### src/rtl/osd_video_pkg.sv
// osd_video_pkg
// Shared types and constants for the PAL on-screen-display video path.
// Holds the line-type and pixel-code encodings, the 5-bit DAC levels
// and the default line timing (16 MHz clock, 1024 cycles per 64 us line).
// No ports; imported by osd_pixel_fetch and osd_line_encoder.
package osd_video_pkg;

  typedef enum logic [1:0] {
    LT_NORMAL = 2'd0,
    LT_BLANK  = 2'd1,
    LT_EQ     = 2'd2,
    LT_BROAD  = 2'd3
  } line_type_e;

  typedef enum logic [1:0] {
    PX_BLACK       = 2'd0,
    PX_GREY        = 2'd1,
    PX_WHITE       = 2'd2,
    PX_TRANSPARENT = 2'd3
  } pixel_e;

  typedef enum logic [2:0] {
    ST_SYNC        = 3'd0,
    ST_BACK_PORCH  = 3'd1,
    ST_ACTIVE      = 3'd2,
    ST_FRONT_PORCH = 3'd3,
    ST_HALF_PULSE  = 3'd4,
    ST_HALF_HIGH   = 3'd5
  } seg_state_e;

  localparam logic [4:0] LEVEL_SYNC  = 5'd0;
  localparam logic [4:0] LEVEL_BLACK = 5'd9;
  localparam logic [4:0] LEVEL_GREY  = 5'd20;
  localparam logic [4:0] LEVEL_WHITE = 5'd31;

  localparam int DEF_LINE_CYCLES   = 1024;
  localparam int DEF_HSYNC_CYCLES  = 75;
  localparam int DEF_BP_CYCLES     = 91;
  localparam int DEF_ACTIVE_CYCLES = 832;
  localparam int DEF_EQ_CYCLES     = 38;
  localparam int DEF_BROAD_CYCLES  = 437;
  localparam int DEF_PIXEL_DIV     = 4;

  // Transparent pixels have nothing underneath them in this design, so
  // they fall through to black together with the explicit black code.
  function automatic logic [4:0] pixel_level(input pixel_e px);
    case (px)
      PX_GREY:  return LEVEL_GREY;
      PX_WHITE: return LEVEL_WHITE;
      default:  return LEVEL_BLACK;
    endcase
  endfunction

endpackage

### src/rtl/osd_pixel_fetch.sv
// osd_pixel_fetch
// Pixel-slot divider and handshake for the active part of a NORMAL line.
// Raises pixReady one cycle before each PIXEL_DIV-wide pixel slot, latches
// the offered pixel (or black when nothing was offered) and flags a missed
// slot with a one-cycle underrun pulse.
// Ports:
//   clk          in   clock
//   rst          in   synchronous active-low reset
//   fetchEn_i    in   line is running and of type NORMAL
//   pos_i        in   current position within the line
//   pixData_i    in   2-bit pixel code from the pixel source
//   pixValid_i   in   pixData_i is valid
//   pixReady_o   out  pixel is sampled at the end of this cycle
//   underrun_o   out  previous slot had no valid pixel
//   pixel_o      out  pixel driving the current slot
module osd_pixel_fetch
  import osd_video_pkg::*;
#(
  parameter int LINE_CYCLES   = DEF_LINE_CYCLES,
  parameter int ACTIVE_START  = DEF_HSYNC_CYCLES + DEF_BP_CYCLES,
  parameter int ACTIVE_CYCLES = DEF_ACTIVE_CYCLES,
  parameter int PIXEL_DIV     = DEF_PIXEL_DIV,
  localparam int POS_W        = $clog2(LINE_CYCLES)
) (
  input  logic             clk,
  input  logic             rst,
  input  logic             fetchEn_i,
  input  logic [POS_W-1:0] pos_i,
  input  logic [1:0]       pixData_i,
  input  logic             pixValid_i,
  output logic             pixReady_o,
  output logic             underrun_o,
  output pixel_e           pixel_o
);

  // pixReady is registered, so it is armed two positions ahead of the
  // slot: armed at pos, visible at pos+1, pixel latched for pos+2 onward.
  localparam logic [POS_W-1:0] ARM_FIRST = POS_W'(ACTIVE_START - 2);
  localparam logic [POS_W-1:0] ARM_LAST  = POS_W'(ACTIVE_START - 2 + ACTIVE_CYCLES - PIXEL_DIV);
  localparam logic [POS_W-1:0] DIV_W     = POS_W'(PIXEL_DIV);

  logic [POS_W-1:0] armOffset;
  logic             pixReady_d;
  logic             pixReady_q;
  logic             underrun_q;
  pixel_e           pixel_q;

  // Decide whether the next position is a pixel-request position.
  always_comb begin
    armOffset  = pos_i - ARM_FIRST;
    pixReady_d = fetchEn_i && (pos_i >= ARM_FIRST) && (pos_i <= ARM_LAST)
                 && ((armOffset % DIV_W) == '0);
  end

  // Handshake register: a missed slot shows black and pulses underrun once;
  // there is no retry, so the following slot requests as normal.
  always_ff @(posedge clk) begin
    if (!rst) begin
      pixReady_q <= 1'b0;
      underrun_q <= 1'b0;
      pixel_q    <= PX_BLACK;
    end else begin
      pixReady_q <= pixReady_d;
      underrun_q <= pixReady_q && !pixValid_i;
      if (pixReady_q) begin
        pixel_q <= pixValid_i ? pixel_e'(pixData_i) : PX_BLACK;
      end
    end
  end

  assign pixReady_o = pixReady_q;
  assign underrun_o = underrun_q;
  assign pixel_o    = pixel_q;

endmodule

### src/rtl/osd_line_encoder.sv
// osd_line_encoder
// Per-cycle PAL line encoder: turns the line type from the frame tracker and
// 2-bit OSD pixels into a 5-bit code for the resistor-ladder DAC.
// Ports:
//   clk          in   16 MHz clock
//   rst          in   synchronous active-low reset
//   line_type    in   NORMAL/BLANK/EQ/BROAD, sampled while line_start is high
//   line_start   out  one-cycle pulse at position 0 of every line
//   pix_data     in   pixel code: black, grey, white, transparent
//   pix_valid    in   pix_data is valid
//   pix_ready    out  pix_data is sampled at the end of this cycle
//   underrun     out  one-cycle pulse after a pixel slot was missed
//   video_level  out  registered DAC code, one cycle behind the position
module osd_line_encoder
  import osd_video_pkg::*;
#(
  parameter int LINE_CYCLES   = DEF_LINE_CYCLES,
  parameter int HSYNC_CYCLES  = DEF_HSYNC_CYCLES,
  parameter int BP_CYCLES     = DEF_BP_CYCLES,
  parameter int ACTIVE_CYCLES = DEF_ACTIVE_CYCLES,
  parameter int EQ_CYCLES     = DEF_EQ_CYCLES,
  parameter int BROAD_CYCLES  = DEF_BROAD_CYCLES,
  parameter int PIXEL_DIV     = DEF_PIXEL_DIV
) (
  input  logic       clk,
  input  logic       rst,
  input  logic [1:0] line_type,
  output logic       line_start,
  input  logic [1:0] pix_data,
  input  logic       pix_valid,
  output logic       pix_ready,
  output logic       underrun,
  output logic [4:0] video_level
);

  localparam int POS_W        = $clog2(LINE_CYCLES);
  localparam int ACTIVE_START = HSYNC_CYCLES + BP_CYCLES;

  localparam logic [POS_W-1:0] POS_LAST     = POS_W'(LINE_CYCLES - 1);
  localparam logic [POS_W-1:0] POS_HALF     = POS_W'(LINE_CYCLES / 2);
  localparam logic [POS_W-1:0] POS_BP       = POS_W'(HSYNC_CYCLES);
  localparam logic [POS_W-1:0] POS_ACTIVE   = POS_W'(ACTIVE_START);
  localparam logic [POS_W-1:0] POS_FP       = POS_W'(ACTIVE_START + ACTIVE_CYCLES);
  localparam logic [POS_W-1:0] EQ_WIDTH     = POS_W'(EQ_CYCLES);
  localparam logic [POS_W-1:0] BROAD_WIDTH  = POS_W'(BROAD_CYCLES);

  logic             run_q;
  logic [POS_W-1:0] pos_q;
  logic [POS_W-1:0] pos_d;
  line_type_e       curType_q;
  line_type_e       lineTypeIn;
  seg_state_e       state_q;
  seg_state_e       state_d;
  logic [4:0]       videoLevel_q;
  logic [4:0]       level_d;
  logic [POS_W-1:0] pulseWidth;
  logic             fetchEn;
  pixel_e           pixel;

  assign lineTypeIn = line_type_e'(line_type);

  // run_q holds the counter at 0 for the first cycle after reset release,
  // so that cycle is position 0 and carries the line_start pulse.
  assign line_start = run_q && (pos_q == '0);
  assign fetchEn    = run_q && (curType_q == LT_NORMAL);

  osd_pixel_fetch #(
    .LINE_CYCLES  (LINE_CYCLES),
    .ACTIVE_START (ACTIVE_START),
    .ACTIVE_CYCLES(ACTIVE_CYCLES),
    .PIXEL_DIV    (PIXEL_DIV)
  ) u_fetch (
    .clk       (clk),
    .rst       (rst),
    .fetchEn_i (fetchEn),
    .pos_i     (pos_q),
    .pixData_i (pix_data),
    .pixValid_i(pix_valid),
    .pixReady_o(pix_ready),
    .underrun_o(underrun),
    .pixel_o   (pixel)
  );

  // Segment state for the current position. Position 0 always restarts the
  // line from the freshly sampled line_type; elsewhere the latched type
  // decides the half-line pulse width.
  always_comb begin
    pos_d      = (pos_q == POS_LAST) ? '0 : pos_q + 1'b1;
    pulseWidth = (curType_q == LT_BROAD) ? BROAD_WIDTH : EQ_WIDTH;
    state_d    = state_q;
    if (pos_q == '0) begin
      state_d = ((lineTypeIn == LT_EQ) || (lineTypeIn == LT_BROAD)) ? ST_HALF_PULSE : ST_SYNC;
    end else begin
      case (state_q)
        ST_SYNC:        if (pos_q == POS_BP)     state_d = ST_BACK_PORCH;
        ST_BACK_PORCH:  if (pos_q == POS_ACTIVE) state_d = ST_ACTIVE;
        ST_ACTIVE:      if (pos_q == POS_FP)     state_d = ST_FRONT_PORCH;
        ST_FRONT_PORCH: state_d = ST_FRONT_PORCH;
        ST_HALF_PULSE:  if ((pos_q == pulseWidth) || (pos_q == POS_HALF + pulseWidth))
                          state_d = ST_HALF_HIGH;
        ST_HALF_HIGH:   if (pos_q == POS_HALF)   state_d = ST_HALF_PULSE;
        default:        state_d = ST_SYNC;
      endcase
    end
  end

  // DAC level for the current position; BLANK lines keep the active
  // window at black and never request pixels.
  always_comb begin
    level_d = LEVEL_BLACK;
    case (state_d)
      ST_SYNC, ST_HALF_PULSE: level_d = LEVEL_SYNC;
      ST_ACTIVE:              level_d = (curType_q == LT_NORMAL) ? pixel_level(pixel) : LEVEL_BLACK;
      default:                level_d = LEVEL_BLACK;
    endcase
  end

  // Position counter, line-type latch, segment FSM and output register.
  always_ff @(posedge clk) begin
    if (!rst) begin
      run_q        <= 1'b0;
      pos_q        <= '0;
      curType_q    <= LT_NORMAL;
      state_q      <= ST_SYNC;
      videoLevel_q <= LEVEL_BLACK;
    end else begin
      run_q <= 1'b1;
      if (run_q) begin
        pos_q        <= pos_d;
        state_q      <= state_d;
        videoLevel_q <= level_d;
        if (pos_q == '0) begin
          curType_q <= lineTypeIn;
        end
      end
    end
  end

  assign video_level = videoLevel_q;

endmodule

### config.mk
export PLATFORM = sky130hd
export DESIGN_NAME = osd_line_encoder
export DESIGN_NICKNAME = d
export VERILOG_FILES = /design/src/rtl/osd_video_pkg.sv /design/src/rtl/osd_pixel_fetch.sv /design/src/rtl/osd_line_encoder.sv
export SDC_FILE = /design/constraint.sdc
export NUM_CORES = 1
export LEC_CHECK = 0
export CAP_MARGIN = 10
export CORE_MARGIN = 2
export CORE_UTILIZATION = 50
export CTS_CLUSTER_DIAMETER = 80
export DETAILED_ROUTE_END_ITERATION = 8
export PLACE_DENSITY = 0.72
export SLEW_MARGIN = 20
export SYNTH_ARGS = -nofsm -noshare
export SYNTH_HDL_FRONTEND = slang
export SYNTH_HIERARCHICAL = 1
export SYNTH_SLANG_ARGS = --single-unit
### constraint.sdc
create_clock -name clk -period 5.4 [get_ports clk]
set_input_delay 0.81 -clock clk [delete_from_list [all_inputs] [get_ports clk]]
set_output_delay 0.81 -clock clk [all_outputs]
set_load 0.02 [all_outputs]
==> flow_metrics.env, run 1 <==
export IMPL_result_of_the_run="completed"
export IMPL_cp_max_fo=10
export IMPL_yosysWarnings=6
export IMPL_layout_drive_gt1_share_pct=9.58
export IMPL_synthArstFlopShare_pct=0
export IMPL_first_global_vias=1073
export IMPL_floorplan_die_height_microns=55.4
export IMPL_hold_path_class="flop to flop"
export IMPL_fin_hold_ws_ps=458
export IMPL_finalNetCount=180
export IMPL_grt_first_pass_wirelength_mm=4.86
export IMPL_finalMaxSlewViolations=0
export IMPL_cts_inserted_buffers=3
export IMPL_post_cts_setup_buffer_count=0
export IMPL_achievable_frequency_mhz=326
export IMPL_placeableCoreArea_sq_mm=0.00248
export IMPL_hold_depth=2
export IMPL_post_drt_via_cell_ratio=5.89
export IMPL_post_route_min_period_ps=3070
export IMPL_clock_root_buffer="sky130_fd_sc_hd__clkbuf_4"
export IMPL_syn2layout_area_growth_pct=12.2
export IMPL_worst_slew_pin_slew_ps=597
export IMPL_avgSynthCellArea_sq_um=8.45
export IMPL_finalWirelength_mm=2.62
export IMPL_insertedDiodeCount=0
export IMPL_timing_final_hold_violations=0
export IMPL_preCtsSetupSlack_ps=2720
export IMPL_syn_area_sq_mm=0.00132
export IMPL_worst_ep_arrival_time_ps=2260
export IMPL_path_clk_slew_ps=130
export IMPL_grtUsageTotal_pct=19.1
export IMPL_max_stage_delay_ps=600
export IMPL_ys_dominant_reg_cell="sky130_fd_sc_hd__dfxtp_1"
export IMPL_die_area_sq_mm=0.00306
export IMPL_yosysSeqAreaShare_pct=34.9
export IMPL_critPathLaunchType="flop"
export IMPL_grt_antenna_before_repair=0
export IMPL_cap_violations=0
export IMPL_final_util_pct=59.7
export IMPL_gp_routability_congestion=0.853
export IMPL_timing_final_setup_violations=0
export IMPL_synth_area_mux_share_pct=1.52
export IMPL_gate_count_post_synth=156
export IMPL_final_instance_count_excl_fill=197
export IMPL_overflow=0
export IMPL_post_route_drc_count=0
export IMPL_synth_nets=168
export IMPL_dr_pass1_iters=4
export IMPL_placement_rows=18
export IMPL_start_util_pct=53.2
export IMPL_port_buffer_count=14
export IMPL_detailed_place_hpwl_mm=1.91
export IMPL_power_density_mw_per_mm2=200
export IMPL_final_period_utilization_pct=56.8
export IMPL_largest_family_of_logic_cells_by_synthesized_area="simple AND/OR/NAND/NOR gates"
export IMPL_rsz_0062_raised_after_global_routing="false"
export IMPL_seq_cells_post_synth=23
export IMPL_layout_filler_cells=239
export IMPL_grt_max_degree=22
export IMPL_timing_critical_path_cells="nor4_2 -> and4_2 -> nand2_1 -> inv_1 -> clkdlybuf4s50_1"
export IMPL_hold_buffers=0
export IMPL_final_critical_path_setup_slack_ps=2330
export IMPL_detailedRoute_firstIterationViolations=32
export IMPL_tritoncts_num_sinks=23
export IMPL_critical_path_endpoint_type="output port"
export IMPL_highest_count_cells_in_the_layout_ignoring_fill_and_taps="sky130_fd_sc_hd__dfxtp_1, sky130_fd_sc_hd__nand2_1, sky130_fd_sc_hd__nor2_1, sky130_fd_sc_hd__clkdlybuf4s50_1, sky130_fd_sc_hd__inv_1"
export IMPL_peak_ir_drop_on_the_vdd_network_v=0.000171
export IMPL_post_synth_and_or_nand_nor_area_fraction_pct=31.8
export IMPL_netlist_cell_type_count=43
export IMPL_post_synthesis_share_of_cell_area_spent_on_full_adders_half_adders_and_majority_gates_pct=4.74
export IMPL_reg2regPathDepth=6
export IMPL_wl_per_cell_microns=13.3
export IMPL_tritoncts="done"
export IMPL_route_antenna_remaining_nets=0
export IMPL_cp_slowest_cell="sky130_fd_sc_hd__clkdlybuf4s50_1"
export IMPL_htree_num_levels=1
export IMPL_number_of_synthesized_flops_with_an_enable_pin=0
export IMPL_slew_headroom_pct=60.1
export IMPL_pin_count=15
export IMPL_layout_commonest_cell="sky130_fd_sc_hd__dfxtp_1"
export IMPL_clk_insertion_delay_late_ps=310
export IMPL_static_leakage_power_nw=0.529
export IMPL_dr_total_vias=1161
export IMPL_path_class="flop to output port"
export IMPL_ctsResizeCount=0
export IMPL_dp_cells=193
export IMPL_skew_ps=3.94
export IMPL_synthesized_area_fraction_occupied_by_ao_oa_aoi_and_oai_cells_pct=17.0
export IMPL_timing_setup_tns_ps=0
export IMPL_chipWidth_microns=55.4
export IMPL_clock_path_buffers=2
export IMPL_synthXorXnorAreaFrac_pct=3.98
export IMPL_critical_path_required_ps=4590
==> synthesized netlist by cell type (4+ instances only) <==
| master | number | area (sq um) |
|---|---|---|
| sky130_fd_sc_hd__ha_1 | 5 | 62.6 |
| sky130_fd_sc_hd__nand4_1 | 5 | 31.3 |
| sky130_fd_sc_hd__inv_1 | 10 | 37.5 |
| sky130_fd_sc_hd__nor2_1 | 14 | 52.6 |
| sky130_fd_sc_hd__dfxtp_1 | 23 | 460 |
| sky130_fd_sc_hd__nand2_1 | 16 | 60.1 |
| sky130_fd_sc_hd__nand3_1 | 9 | 45.0 |
| sky130_fd_sc_hd__o21ai_0 | 6 | 30.0 |
| sky130_fd_sc_hd__a21boi_0 | 7 | 52.6 |
| sky130_fd_sc_hd__xnor2_1 | 4 | 35.0 |
==> state kept, by name (all words and copies together) (netlist names) <==
name,cells
u_fetch/underrun_o,1
curType_q,2
u_fetch/pixel_o,2
u_fetch/pixReady_o,1
run_q,1
state_q,3
pos_q,10
video_level,3
==> worst paths after layout <==
check | from | to | slack, ps
hold / removal | video_level[1] | video_level[1] | 460
hold reg to reg | video_level[1] | video_level[1] | 460
setup / recovery | pos_q[4] | line_start | 2330
setup reg to reg | pos_q[0] | state_q[0] | 3240
==> cell families (layout without fill, tap and decap cells) <==
group	count (synthesis)	in the layout
and+or+nand+nor	73	73
AOI/OAI and AO/OA	30	30
DFF	23	23
buffers and inverters	17	28
xor gates and xnor gates	6	6
adders and majority gates	5	5
muxes	2	2
==> critical path: cells and delay by family (launching register included) <==
kind,cells,cell delay (ps)
buffers and inverters,2,680
flip-flops,1,440
AND/OR/NAND/NOR,3,830
==> layout make-up <==
| cell class | count | area, sq um | share of cell area [%] |
|---|---|---|---|
| inverter | 10 | 37.5 | 2.54 |
| clock buffer | 4 | 26.3 | 1.78 |
| tap | 30 | 37.5 | 2.54 |
| multi-input combinational | 116 | 778 | 52.6 |
| sequential | 23 | 460 | 31.1 |
| timing repair buffer | 14 | 140 | 9.47 |
==> layer usage <==
metal	part of all wire (%)	GRT usage (%)	vias to the layer above
li1	-	-	579
met1	49	25.6	542
met2	45	31.3	36
met3	4.6	2.11	4
met4	1.2	7.32	0
met5	0	0	-
==> metrics by stage <==
step                      total power [mW]  area, sq um
after global placement               0.217         1450
after detailed placement             0.218         1450
after CTS                            0.298         1480
after global routing                 0.311         1480
final                                0.296         1480
after floorplan                      0.204         1320
==> report_power, final <==
| group | internal (mW) | switching, mW | leakage [nW] |
|---|---|---|---|
| Clock | 0.0289 | 0.0529 | 0.0150 |
| Sequential | 0.174 | 0.00652 | 0.187 |
| Combinational | 0.0165 | 0.0171 | 0.327 |
| Total | 0.219 | 0.0765 | 0.529 |
No activity file was read; power rests on OpenSTA's default activity.
==> run 2, diff against run 1 <==
==> constraint.sdc (replaced) <==
create_clock -name clk -period 2.9 [get_ports clk]
set_input_delay 0.435 -clock clk [delete_from_list [all_inputs] [get_ports clk]]
set_output_delay 0.435 -clock clk [all_outputs]
set_load 0.02 [all_outputs]
==> run 2 against run 1 <==
  * First-iteration DRC count is 3.1% higher
  * Wire length rose by 4.1%
  * Global-route usage is 0.84 points lower
  * Register-to-register slack lost 2500 ps
  * Critical path type unchanged
  * Largest power group unchanged
  * Highest routed layer unchanged
==> flow_metrics.env, run 2 (same netlist as run 1, synthesis figures left out) <==
export IMPL_rsz_0062_raised_after_global_routing="false"
export IMPL_finalMaxSlewViolations=0
export IMPL_htree_num_levels=1
export IMPL_peak_ir_drop_on_the_vdd_network_v=0.000418
export IMPL_cts_inserted_buffers=3
export IMPL_grt_first_pass_wirelength_mm=4.60
export IMPL_hold_path_class="flop to flop"
export IMPL_power_density_mw_per_mm2=368
export IMPL_grtUsageTotal_pct=18.2
export IMPL_dr_total_vias=1132
export IMPL_first_global_vias=1039
export IMPL_overflow=0
export IMPL_clock_path_buffers=2
export IMPL_route_antenna_remaining_nets=0
export IMPL_flip_flop_count_of_the_largest_register_after_layout=10
export IMPL_post_route_drc_count=0
export IMPL_registers_top_by_ff_count="pos_q"
export IMPL_final_critical_path_setup_slack_ps=223
export IMPL_max_stage_delay_ps=600
export IMPL_tritoncts_num_sinks=23
export IMPL_layout_filler_cells=227
export IMPL_preCtsSetupSlack_ps=585
export IMPL_post_cts_setup_buffer_count=0
export IMPL_dp_cells=193
export IMPL_die_area_sq_mm=0.00306
export IMPL_finalNetCount=180
export IMPL_critical_path_buf_inv_count=2
export IMPL_skew_ps=2.24
export IMPL_ctsResizeCount=0
export IMPL_path_clk_slew_ps=120
export IMPL_floorplan_die_height_microns=55.4
export IMPL_hold_buffers=0
export IMPL_placeableCoreArea_sq_mm=0.00248
export IMPL_slew_headroom_pct=60.0
export IMPL_layout_drive_gt1_share_pct=9.58
export IMPL_start_util_pct=53.2
export IMPL_result_of_the_run="completed"
export IMPL_static_leakage_power_nw=0.529
export IMPL_finalWirelength_mm=2.73
export IMPL_critPathTopFamily="simple AND/OR/NAND/NOR gates"
export IMPL_chipWidth_microns=55.4
export IMPL_syn2layout_area_growth_pct=12.2
export IMPL_post_route_min_period_ps=2680
export IMPL_cp_max_fo=10
export IMPL_placement_rows=18
export IMPL_achievable_frequency_mhz=373
export IMPL_clock_root_buffer="sky130_fd_sc_hd__clkbuf_4"
export IMPL_final_period_utilization_pct=92.3
export IMPL_wl_per_cell_microns=13.8
export IMPL_post_drt_via_cell_ratio=5.75
export IMPL_cap_violations=0
export IMPL_port_buffer_count=14
export IMPL_gp_routability_congestion=0.849
export IMPL_critical_path_endpoint_type="output port"
export IMPL_dr_pass1_iters=4
export IMPL_grt_max_degree=22
export IMPL_tritoncts="done"
export IMPL_timing_setup_tns_ps=0
export IMPL_clk_insertion_delay_late_ps=310
export IMPL_sum_of_internal_switching_and_leakage_power_mw=0.544
export IMPL_path_class="flop to output port"
export IMPL_final_util_pct=59.7
export IMPL_timing_critical_path_cells="nor4_2 -> and4_2 -> nand2_1 -> inv_1 -> clkdlybuf4s50_1"
export IMPL_detailedRoute_firstIterationViolations=33
export IMPL_worst_ep_arrival_time_ps=2240
export IMPL_timing_final_hold_violations=0
export IMPL_layout_commonest_cell="sky130_fd_sc_hd__dfxtp_1"
export IMPL_worst_slew_pin_slew_ps=598
export IMPL_timing_final_setup_violations=0
export IMPL_pin_count=15
export IMPL_critical_path_required_ps=2470
export IMPL_cp_slowest_cell="sky130_fd_sc_hd__clkdlybuf4s50_1"
export IMPL_critPathLaunchType="flop"
export IMPL_grt_antenna_before_repair=0
export IMPL_final_instance_count_excl_fill=197
export IMPL_highest_count_cells_in_the_layout_ignoring_fill_and_taps="sky130_fd_sc_hd__dfxtp_1, sky130_fd_sc_hd__nand2_1, sky130_fd_sc_hd__nor2_1, sky130_fd_sc_hd__clkdlybuf4s50_1, sky130_fd_sc_hd__inv_1"
export IMPL_insertedDiodeCount=0
export IMPL_detailed_place_hpwl_mm=1.98
## run 2: cell counts in the layout (fill, tap and decap cells not counted)
No cell type changed its count.
## run 2: power by group
group	total, mW	leakage (nW)	internal [mW]	switching [mW]
registers	0.336	0.187	0.323	0.0125
logic	0.0625	0.327	0.0308	0.0317
clock network	0.146	0.0150	0.0537	0.0924
total	0.544	0.529	0.408	0.137
## run 2: layout make-up
class                           instances  area [sq um]  area share, %
Clock buffer                            4          26.3           1.78
Inverter                               10          37.5           2.54
Multi-Input combinational cell        116           778           52.6
Sequential cell                        23           460           31.1
Tap cell                               30          37.5           2.54
Timing Repair Buffer                   14           140           9.47
## run 2: routing by layer
metal / vias up / routed length (microns) / GRT usage, %
li1: 576 / - / -
met1: 521 / 1300 / 23.4
met2: 31 / 1300 / 31.3
met5: - / 0 / 0
met3: 4 / 90 / 2.34
met4: 0 / 36 / 6.27
## run 2: worst paths after layout
check	from	to	slack (ps)	cells past startpoint
min	video_level[1]	video_level[1]	460	2
max	pos_q[4]	line_start	220	5
max reg2reg	pos_q[0]	state_q[0]	730	6
min reg2reg	video_level[1]	video_level[1]	460	2
## run 2: metrics by stage
stage	hold WS, ps	area [sq um]
2_1_floorplan	463	1320
5_1_grt	494	1480
3_5_place_dp	437	1450
6_report	459	1480
3_3_place_gp	440	1450
4_1_cts	464	1480
## run 2: worst reg2reg max path, cell delays in order (launching register included)
cell,delay (ps)
sky130_fd_sc_hd__dfxtp_1,480
sky130_fd_sc_hd__inv_1,110
sky130_fd_sc_hd__ha_1,230
sky130_fd_sc_hd__and4bb_2,260
sky130_fd_sc_hd__a32o_1,210
sky130_fd_sc_hd__or4_4,540
sky130_fd_sc_hd__a31o_2,250
